===== src/rtl/char_mem_ctrl.sv =====
// Data-side port sequencer for the character/color memory: arbitrates CPU
// load/store against a block engine doing full-screen clear and one-row scroll-up.
module char_mem_ctrl #(
  parameter int COLS = 80,
  parameter int ROWS = 30
) (
  input  logic        clk,
  input  logic        rst_n,
  input  logic        cpu_req,
  input  logic        cpu_we,
  input  logic [11:0] cpu_addr,
  input  logic [31:0] cpu_wdata,
  output logic        cpu_ack,
  output logic [31:0] cpu_rdata,
  input  logic        cmd_clear,
  input  logic        cmd_scroll,
  input  logic [31:0] fill_word,
  output logic        busy,
  output logic        done,
  output logic [11:0] mem_addr,
  output logic        mem_we,
  output logic [31:0] mem_wdata,
  input  logic [31:0] mem_rdata,
  output logic [2:0]  state_dbg
);

  // CPU handshake: cpu_req (with cpu_we/addr/wdata) is held until cpu_ack; cpu_ack
  // is a single-cycle pulse and cpu_rdata is valid only in that cycle. The ack cycle
  // never starts a new access, so the CPU side sees at most one access per 2 cycles.

  typedef enum logic [2:0] {
    IDLE    = 3'd0,
    CPU_ACK = 3'd1,
    CLR     = 3'd2,
    SC_RD   = 3'd3,
    SC_WR   = 3'd4,
    SC_FILL = 3'd5
  } state_t;

  localparam logic [6:0] COL_LAST = 7'(COLS - 1);
  localparam logic [4:0] ROW_LAST = 5'(ROWS - 1);
  localparam logic [4:0] ROW_PEN  = 5'(ROWS - 2);

  state_t      state, state_nx;
  logic [4:0]  row, row_nx;
  logic [6:0]  col, col_nx;
  logic [31:0] fill, fill_nx;
  logic        busy_nx, done_nx;
  logic        col_wrap;

  assign col_wrap  = (col == COL_LAST);
  assign state_dbg = state;

  always_ff @(posedge clk or negedge rst_n) begin
    if (!rst_n) begin
      state <= IDLE;
      row   <= '0;
      col   <= '0;
      fill  <= '0;
      busy  <= 1'b0;
      done  <= 1'b0;
    end else begin
      state <= state_nx;
      row   <= row_nx;
      col   <= col_nx;
      fill  <= fill_nx;
      busy  <= busy_nx;
      done  <= done_nx;
    end
  end

  always_comb begin
    state_nx  = state;
    row_nx    = row;
    col_nx    = col;
    fill_nx   = fill;
    done_nx   = 1'b0;
    mem_addr  = {row, col};
    mem_we    = 1'b0;
    mem_wdata = fill;
    cpu_ack   = 1'b0;
    cpu_rdata = '0;

    case (state)
      IDLE: begin
        // Block commands take priority; a pending CPU request simply waits.
        if (cmd_clear || cmd_scroll) begin
          fill_nx  = fill_word;
          row_nx   = '0;
          col_nx   = '0;
          state_nx = cmd_clear ? CLR : SC_RD;
        end else if (cpu_req) begin
          mem_addr  = cpu_addr;
          mem_we    = cpu_we;
          mem_wdata = cpu_wdata;
          state_nx  = CPU_ACK;
        end
      end

      CPU_ACK: begin
        cpu_ack   = 1'b1;
        cpu_rdata = mem_rdata;
        state_nx  = IDLE;
      end

      CLR: begin
        mem_we = 1'b1;
        if (col_wrap) begin
          col_nx = '0;
          if (row == ROW_LAST) begin
            state_nx = IDLE;
            done_nx  = 1'b1;
          end else begin
            row_nx = row + 5'd1;
          end
        end else begin
          col_nx = col + 7'd1;
        end
      end

      SC_RD: begin
        mem_addr = {row + 5'd1, col};
        state_nx = SC_WR;
      end

      SC_WR: begin
        // mem_rdata holds the word one row below, fetched in the preceding SC_RD.
        mem_we    = 1'b1;
        mem_wdata = mem_rdata;
        state_nx  = SC_RD;
        if (col_wrap) begin
          col_nx = '0;
          row_nx = row + 5'd1;
          if (row == ROW_PEN) state_nx = SC_FILL;
        end else begin
          col_nx = col + 7'd1;
        end
      end

      SC_FILL: begin
        mem_we = 1'b1;
        if (col_wrap) begin
          col_nx   = '0;
          state_nx = IDLE;
          done_nx  = 1'b1;
        end else begin
          col_nx = col + 7'd1;
        end
      end

      default: state_nx = IDLE;
    endcase

    busy_nx = (state_nx == CLR) || (state_nx == SC_RD) ||
              (state_nx == SC_WR) || (state_nx == SC_FILL);
  end

endmodule


===== config.mk =====
export PLATFORM = sky130hd
export DESIGN_NAME = char_mem_ctrl
export DESIGN_NICKNAME = d
export VERILOG_FILES = /design/src/rtl/char_mem_ctrl.sv
export SDC_FILE = /design/constraint.sdc
export NUM_CORES = 1
export LEC_CHECK = 0
export CORE_MARGIN = 2
export CORE_UTILIZATION = 60
export CTS_CLUSTER_DIAMETER = 60
export DETAILED_ROUTE_END_ITERATION = 12
export DONT_BUFFER_PORTS = 1
export PLACE_DENSITY = 0.76
export SYNTH_ARGS = -nofsm -noshare
export SYNTH_HDL_FRONTEND = slang
export SYNTH_SLANG_ARGS = --single-unit
export TNS_END_PERCENT = 30

===== constraint.sdc =====
create_clock -name clk -period 1.91 [get_ports clk]
set_input_delay 0.2865 -clock clk [delete_from_list [all_inputs] [get_ports clk]]
set_output_delay 0.2865 -clock clk [all_outputs]
set_load 0.02 [all_outputs]

==> results.md, run 1 <==
- Area fraction of the dominant cell type after synthesis: 35.0%
- Routed vias: 3,371
- Critical Path Sink Type: output port
- Worst Tran Pin Value: 0.471 ns
- Overall die height: 80.4 microns
- Final worst clock skew: 0.00785 ns
- Synth Instances: 374
- 1st-iter DRT viols: 295
- Critical Path Slowest Stage Cell: or3_4
- Most common flop cell mapped by yosys: dfrtp_1
- Mapped Avg Cell Area: 9.37 sq um
- Most common cell after layout, fill and taps aside: a22oi_1
- Count of final hold-check violations: 0
- Maximum resistive drop on vdd: 0.000953 V
- Chip width: 80.4 microns
- Number of failing setup endpoints in the final timing report: 40
- Weighted congestion at the end of routability-driven global placement: 0.897
- Crit path required time: 1.62 ns
- Power per cell area: 1710 mW/mm^2
- Final core utilization: 77.0%
- Highest achievable clock rate: 479 MHz
- Delay of the slowest cell on the worst path: 0.43 ns
- Netlist cell types: 50
- Global router's overall resource usage: 31.5%
- Clock sink total: 49
- Biggest fanout along the worst timing path: 4
- Area of the mapped netlist: 0.00351 sq mm
- Number of DRC violations after detailed routing: 0
- Vias in the first global route: 3,185
- Number of violations of the max-capacitance limit: 0
- Category of the most critical setup path: register to output port
- Ratio of cells with drive above 1 in the final layout: 41.0%
- Post-synth EDFFs: 0
- Post-detail-place hpwl: 7670 microns
- Row count: 27
- Total wire length after detailed routing: 10,500 microns
- Worst slack after detailed placement: 0.0237 ns
- Fillers: 385
- Vias per std cell: 6.99
- DRT Pass-1 Iters: 5
- Layout overhead on the synthesized area: 22.4%
- Post-detailed-route wirelength per cell: 21.7 microns
- CTS Root Buffer Type: clkbuf_8
- Worst Path Arrival: 1.80 ns
- Register clock-pin slew on the reported worst setup and hold paths: 0.09 ns
- CP delay by family, top: compound AO/OA/AOI/OAI gates
- Final critical-path share of the clock period: 109%
- Violated checks: negative setup slack
- Buffers and inverters on the worst path: 0
- Maximum number of pins on one net before global-route repair: 50
- H-Tree Level Count: 2
- Clk buf depth: 2
- Part of the Yosys area used for sequential elements: 35.0%
- Core Region: 0.00557 sq mm
- Run status: finished, violations left
- Unrepaired setup endpoints after global routing: yes
- Final ANT Viol Nets: 0
- Net count, final: 528
- Cells along the critical path: or3_4 -> o21ai_4 -> o21ai_1 -> a221o_1
- Wire length of the first global-routing pass: 15,600 microns
- Number of storage elements in the synthesis netlist: 49
- CTS tree: yes
- Initial antenna violation count: 1
- Synth area leaders: dfrtp_1, a22oi_1, mux2_2, and2_1, o21ai_0
- Path class of the lowest-slack min-delay path: primary input to register
- Final critical path time including I/O delays and setup: 2.09 ns
- Port buffer count: 0
- Total congestion overflow: 0
- Overall power consumption: 0.00734 W
- Final WS setup: -0.177 ns
- Initial core utilization: 62.9%
- Syn. warnings: 0
- Count of boundary I/O pins: 197
- Number of diodes: 0
- Critical Path Start Type: register
- Clock latency on the worst-skew pair: 0.31 ns
- CTS buffer count: 5
- Final max-slew violation count: 0
- Async SR Flop Fraction: 100%
- Die Footprint: 0.00647 sq mm
- Net count of the mapped netlist: 493
- Leading cell types in the layout, fill and taps excluded: a22oi_1, dfrtp_1, buf_4
- Biggest area consumer among synthesized cells: dfrtp_1
- LEAKAGE: 1.74 nW
- Slew Limit Headroom: 68.4%
layer usage:
| metal | up-vias | track usage, % | part of all wire, % |
|---|---|---|---|
| met5 | - | 0 | 0.13 |
| met2 | 204 | 54.3 | 51 |
| li1 | 1511 | - | - |
| met3 | 18 | 9.21 | 9.9 |
| met1 | 1636 | 37.6 | 37 |
| met4 | 2 | 9.83 | 1.7 |
metrics by stage:
stage | hold slack (ns) | instance area, sq um | TNS, ns | std cells
3_3_place_gp | -0.00813 | 3950 | 0 | 469
5_1_grt | 0.0991 | 4290 | -9.08 | 482
3_5_place_dp | -0.00839 | 3950 | 0 | 469
4_1_cts | 0.104 | 4220 | -5.16 | 482
2_1_floorplan | -0.00909 | 3560 | -1.25 | 374
6_report | 0.110 | 4290 | -3.64 | 482
flip-flops by register name (all words and copies together) (netlist names):
register,count
state_dbg,3
busy,1
row,5
col,7
fill,32
done,1
logic make-up after synthesis:
family,Yosys count,synth area share (%)
AO/OA/AOI/OAI,145,28.3
XOR/XNOR,1,0.250
adder cells (fa/ha/maj),5,1.78
buffers and inverters,38,5.50
flip-flops,49,35.0
multiplexers,38,12.2
AND/OR/NAND/NOR,98,17.0
Yosys cell counts, types with 2 or more instances:
library cell and n:
nand4_1 5, buf_1 3, o21ai_1 9, a31oi_1 9, buf_2 10, a21o_1 3
a21oi_1 3, ha_1 5, nor3b_1 2, dfrtp_1 49, nor4_1 3, nand2_1 10
a221o_1 3, and2_1 32, buf_4 6, o22ai_1 3, nor2_4 3, nand3b_1 2
nand3_1 9, o21ai_0 38, mux2_1 2, buf_6 2, nor3_1 5, nand2b_1 2
a22oi_1 67, mux2_2 35, nor2_1 8, and3_1 7, a32oi_1 2, or3_1 2
inv_1 6, clkbuf_1 11
where the power goes:
part           switching, W  total (W)  internal (W)
Sequential         0.000412    0.00189       0.00148
Combinational       0.00267    0.00481       0.00214
Clock              0.000370   0.000630      0.000261
cell type report:
type,count,area (sq um),share of cell area (%)
clock inverters,3,22.5,0.525
inverters,6,26.3,0.612
clock buffers,5,68.8,1.60
flip-flops and latches,49,1230,28.6
multi-input cells,287,2270,52.9
repair buffers,60,587,13.7
well taps,72,90.1,2.10
final timing paths:
check / slack, ns / depth (start not counted) / start / to
max: -0.18 / 4 / state_dbg[1]$_DFF_PN0_ / mem_addr[11]
min: 0.11 / 1 / fill_word[25] / fill[25]$_DFFE_PN0P_
max reg2reg: 0.10 / 6 / state_dbg[2]$_DFF_PN0_ / col[0]$_DFFE_PN0P_
min reg2reg: 0.54 / 1 / fill[8]$_DFFE_PN0P_ / fill[8]$_DFFE_PN0P_
max in group asynchronous: 1.21 / 2 / rst_n / state_dbg[2]$_DFF_PN0_
min in group asynchronous: 0.48 / 2 / rst_n / col[3]$_DFFE_PN0P_
what timing repair did:
action	CTS	global route
pin swaps	1	17
endpoints found under the setup margin	77	81
resized for setup	64	21
cloned	0	0
hold endpoints to repair	49	0
buffers inserted	3	0
hold buffers	2	0
No activity file was read; power rests on OpenSTA's default activity.
==> run 2, diff against run 1 <==
--- a/config.mk
+++ b/config.mk
@@ -10,7 +10,8 @@
 export CTS_CLUSTER_DIAMETER = 60
 export DETAILED_ROUTE_END_ITERATION = 12
 export DONT_BUFFER_PORTS = 1
-export PLACE_DENSITY = 0.76
+export PLACE_DENSITY = 0.77
+export SLEW_MARGIN = 30
 export SYNTH_ARGS = -nofsm -noshare
 export SYNTH_HDL_FRONTEND = slang
 export SYNTH_SLANG_ARGS = --single-unit
==> run 2 against run 1 <==
The run still ends with negative setup slack left. Worst hold slack better by 0.014 ns. Non-clock buffer count grew 13. Sequential share of layout area decreased by 1.2 points. Global-route usage up 2.4 points. Routed wire length grew 11%. Largest power group unchanged.
==> results.md, run 2 (same netlist as run 1, synthesis figures left out) <==
- Worst Tran Pin Value: 0.451 ns (was 0.471 ns)
- Number of violations of the max-capacitance limit: 0 (unchanged)
- Placed Cells: 467 (was 469)
- Path class of the lowest-slack min-delay path: primary input to register (unchanged)
- Cells along the critical path: or3_4 -> o21ai_4 -> o21ai_0 -> a221o_1 (was or3_4 -> o21ai_4 -> o21ai_1 -> a221o_1)
- Initial core utilization: 62.9% (unchanged)
- Clk buf depth: 2 (unchanged)
- Final critical-path share of the clock period: 112% (was 109%)
- Count of final hold-check violations: 0 (unchanged)
- Number of diodes: 0 (unchanged)
- Chip width: 80.4 microns (unchanged)
- Critical Path Sink Type: output port (unchanged)
- Biggest fanout along the worst timing path: 4 (unchanged)
- Final WS setup: -0.236 ns (was -0.177 ns)
- Count of boundary I/O pins: 197 (unchanged)
- Power per cell area: 1700 mW/mm^2 (was 1710 mW/mm^2)
- Category of the most critical setup path: register to output port (unchanged)
- Layout overhead on the synthesized area: 27.9% (was 22.4%)
- Register clock-pin slew on the reported worst setup and hold paths: 0.09 ns (about the same)
- Final ANT Viol Nets: 0 (unchanged)
- Post-detailed-route wirelength per cell: 23.4 microns (was 21.7 microns)
- Slew Limit Headroom: 69.7% (was 68.4%)
- Vias in the first global route: 3,301 (was 3,185)
- Row count: 27 (unchanged)
- Initial antenna violation count: 1 (unchanged)
- Number of failing setup endpoints in the final timing report: 77 (was 40)
- H-Tree Level Count: 2 (unchanged)
- Ratio of cells with drive above 1 in the final layout: 45.6% (was 41.0%)
- Core Region: 0.00557 sq mm (unchanged)
- Run status: finished, violations left (unchanged)
- Worst-case hold slack: 0.124 ns (was 0.110 ns)
- Maximum number of pins on one net before global-route repair: 50 (unchanged)
- Clock latency on the worst-skew pair: 0.30 ns (was 0.31 ns)
- CTS buffer count: 5 (unchanged)
- Global router's overall resource usage: 33.9% (was 31.5%)
- Delay of the slowest cell on the worst path: 0.43 ns (about the same)
- CTS tree: yes (unchanged)
- Worst Path Arrival: 1.86 ns (was 1.80 ns)
- Die Footprint: 0.00647 sq mm (unchanged)
- Largest Register: fill (unchanged)
- Placed cell area: 0.00391 sq mm (was 0.00395 sq mm)
- Vias per std cell: 7.02 (was 6.99)
- Clock sink total: 49 (unchanged)
- Total wire length after detailed routing: 11,600 microns (was 10,500 microns)
- Post-detail-place hpwl: 7650 microns (was 7670 microns)
- Overall die height: 80.4 microns (unchanged)
- Number of DRC violations after detailed routing: 0 (unchanged)
- Critical Path Start Type: register (unchanged)
- Post-route standard cell area excluding fillers: 0.00448 sq mm (was 0.00429 sq mm)
- 1st-iter DRT viols: 283 (was 295)
- Routed vias: 3,474 (was 3,371)
- CTS Root Buffer Type: clkbuf_8 (unchanged)
- Flip-flop count of the largest register, all copies and words added: 32 (unchanged)
- Leading cell types in the layout, fill and taps excluded: buf_4, a22oi_1, dfrtp_1 (was a22oi_1, dfrtp_1, buf_4)
- Violated checks: negative setup slack (unchanged)
- Net count, final: 541 (was 528)
- Most common cell after layout, fill and taps aside: buf_4 (was a22oi_1)
- Total congestion overflow: 0 (unchanged)
- Maximum resistive drop on vdd: 0.00102 V (was 0.000953 V)
- Wire length of the first global-routing pass: 16,800 microns (was 15,600 microns)
- Crit path required time: 1.62 ns (about the same)
- Highest achievable clock rate: 466 MHz (was 479 MHz)
- Cell Count, Final, Fillers Out: 495 (was 482)
- Setup slack on the worst flop-to-flop path: 0.08 ns (was 0.10 ns)
- Critical Path Slowest Stage Cell: or3_4 (unchanged)
- LEAKAGE: 1.84 nW (was 1.74 nW)
- Port buffer count: 0 (unchanged)
- DRT Pass-1 Iters: 5 (unchanged)
- Final worst clock skew: 0.00498 ns (was 0.00785 ns)
- Final max-slew violation count: 0 (unchanged)
- Unrepaired setup endpoints after global routing: yes (unchanged)
- Final critical path time including I/O delays and setup: 2.15 ns (was 2.09 ns)
- Weighted congestion at the end of routability-driven global placement: 0.898 (was 0.897)
- Worst slack after detailed placement: 0.0207 ns (was 0.0237 ns)
- Largest registers ranked by flip-flop count: fill: 32 flops, col: 7 flops, row: 5 flops (unchanged)
[run 2: timing repair]
action | CTS | global route
pin swaps | 4 | 7
endpoints found under the hold margin | 49 | 0
hold buffers | 2 | 0
resized for setup | 43 | 40
cloned | 5 | 1
buffers inserted | 9 | 3
endpoints found under the setup margin | 77 | 82
[run 2: path summary, 6_finish.rpt]
kind / to / cells past startpoint / startpoint
hold / removal: fill[25]$_DFFE_PN0P_ / 1 / fill_word[25]
hold reg to reg: fill[22]$_DFFE_PN0P_ / 1 / fill[22]$_DFFE_PN0P_
min in group asynchronous: col[4]$_DFFE_PN0P_ / 2 / rst_n
setup reg to reg: row[1]$_DFFE_PN0P_ / 5 / col[1]$_DFFE_PN0P_
max in group asynchronous: state_dbg[2]$_DFF_PN0_ / 2 / rst_n
setup / recovery: mem_addr[9] / 4 / state_dbg[2]$_DFF_PN0_
[run 2: where the power goes]
part | internal [W] | switching [W] | total (W)
registers | 0.00148 | 0.000446 | 0.00193
logic | 0.00226 | 0.00277 | 0.00503
clock network | 0.000294 | 0.000352 | 0.000646
[run 2: final cells by class]
| type | instances | area (sq um) |
|---|---|---|
| flip-flops and latches | 49 | 1230 |
| clock buffers | 6 | 82.6 |
| clock inverters | 2 | 13.8 |
| inverters | 6 | 26.3 |
| repair buffers | 73 | 736 |
| multi-input cells | 287 | 2310 |
| well taps | 72 | 90.1 |
| fillers | 357 | 1090 |
[run 2: through the flow]
stage	TNS (ns)	utilization (%)	total power [W]
6_report	-11.14	80.4	0.00761
5_1_grt	-16.82	80.4	0.00802
4_1_cts	-9.72	77.4	0.00732
3_5_place_dp	0	70.2	0.00639
3_3_place_gp	0	70.2	0.00625
2_1_floorplan	-1.25	-	0.00518
[run 2: layer usage]
layer  wire [microns]  vias to the layer above  GRT usage, %
met5               11                        -             0
met4              227                        2          9.32
met3             1170                       28          8.76
met2             5980                      246          59.7
met1             4220                     1660          40.9
li1                 -                     1538             -
[run 2: critical path, delay by kind of cell (launching register included)]
family / cells / cell delay [ns]
DFF: 1 / 0.42
AOI/OAI and AO/OA: 3 / 0.70
and+or+nand+nor: 1 / 0.43
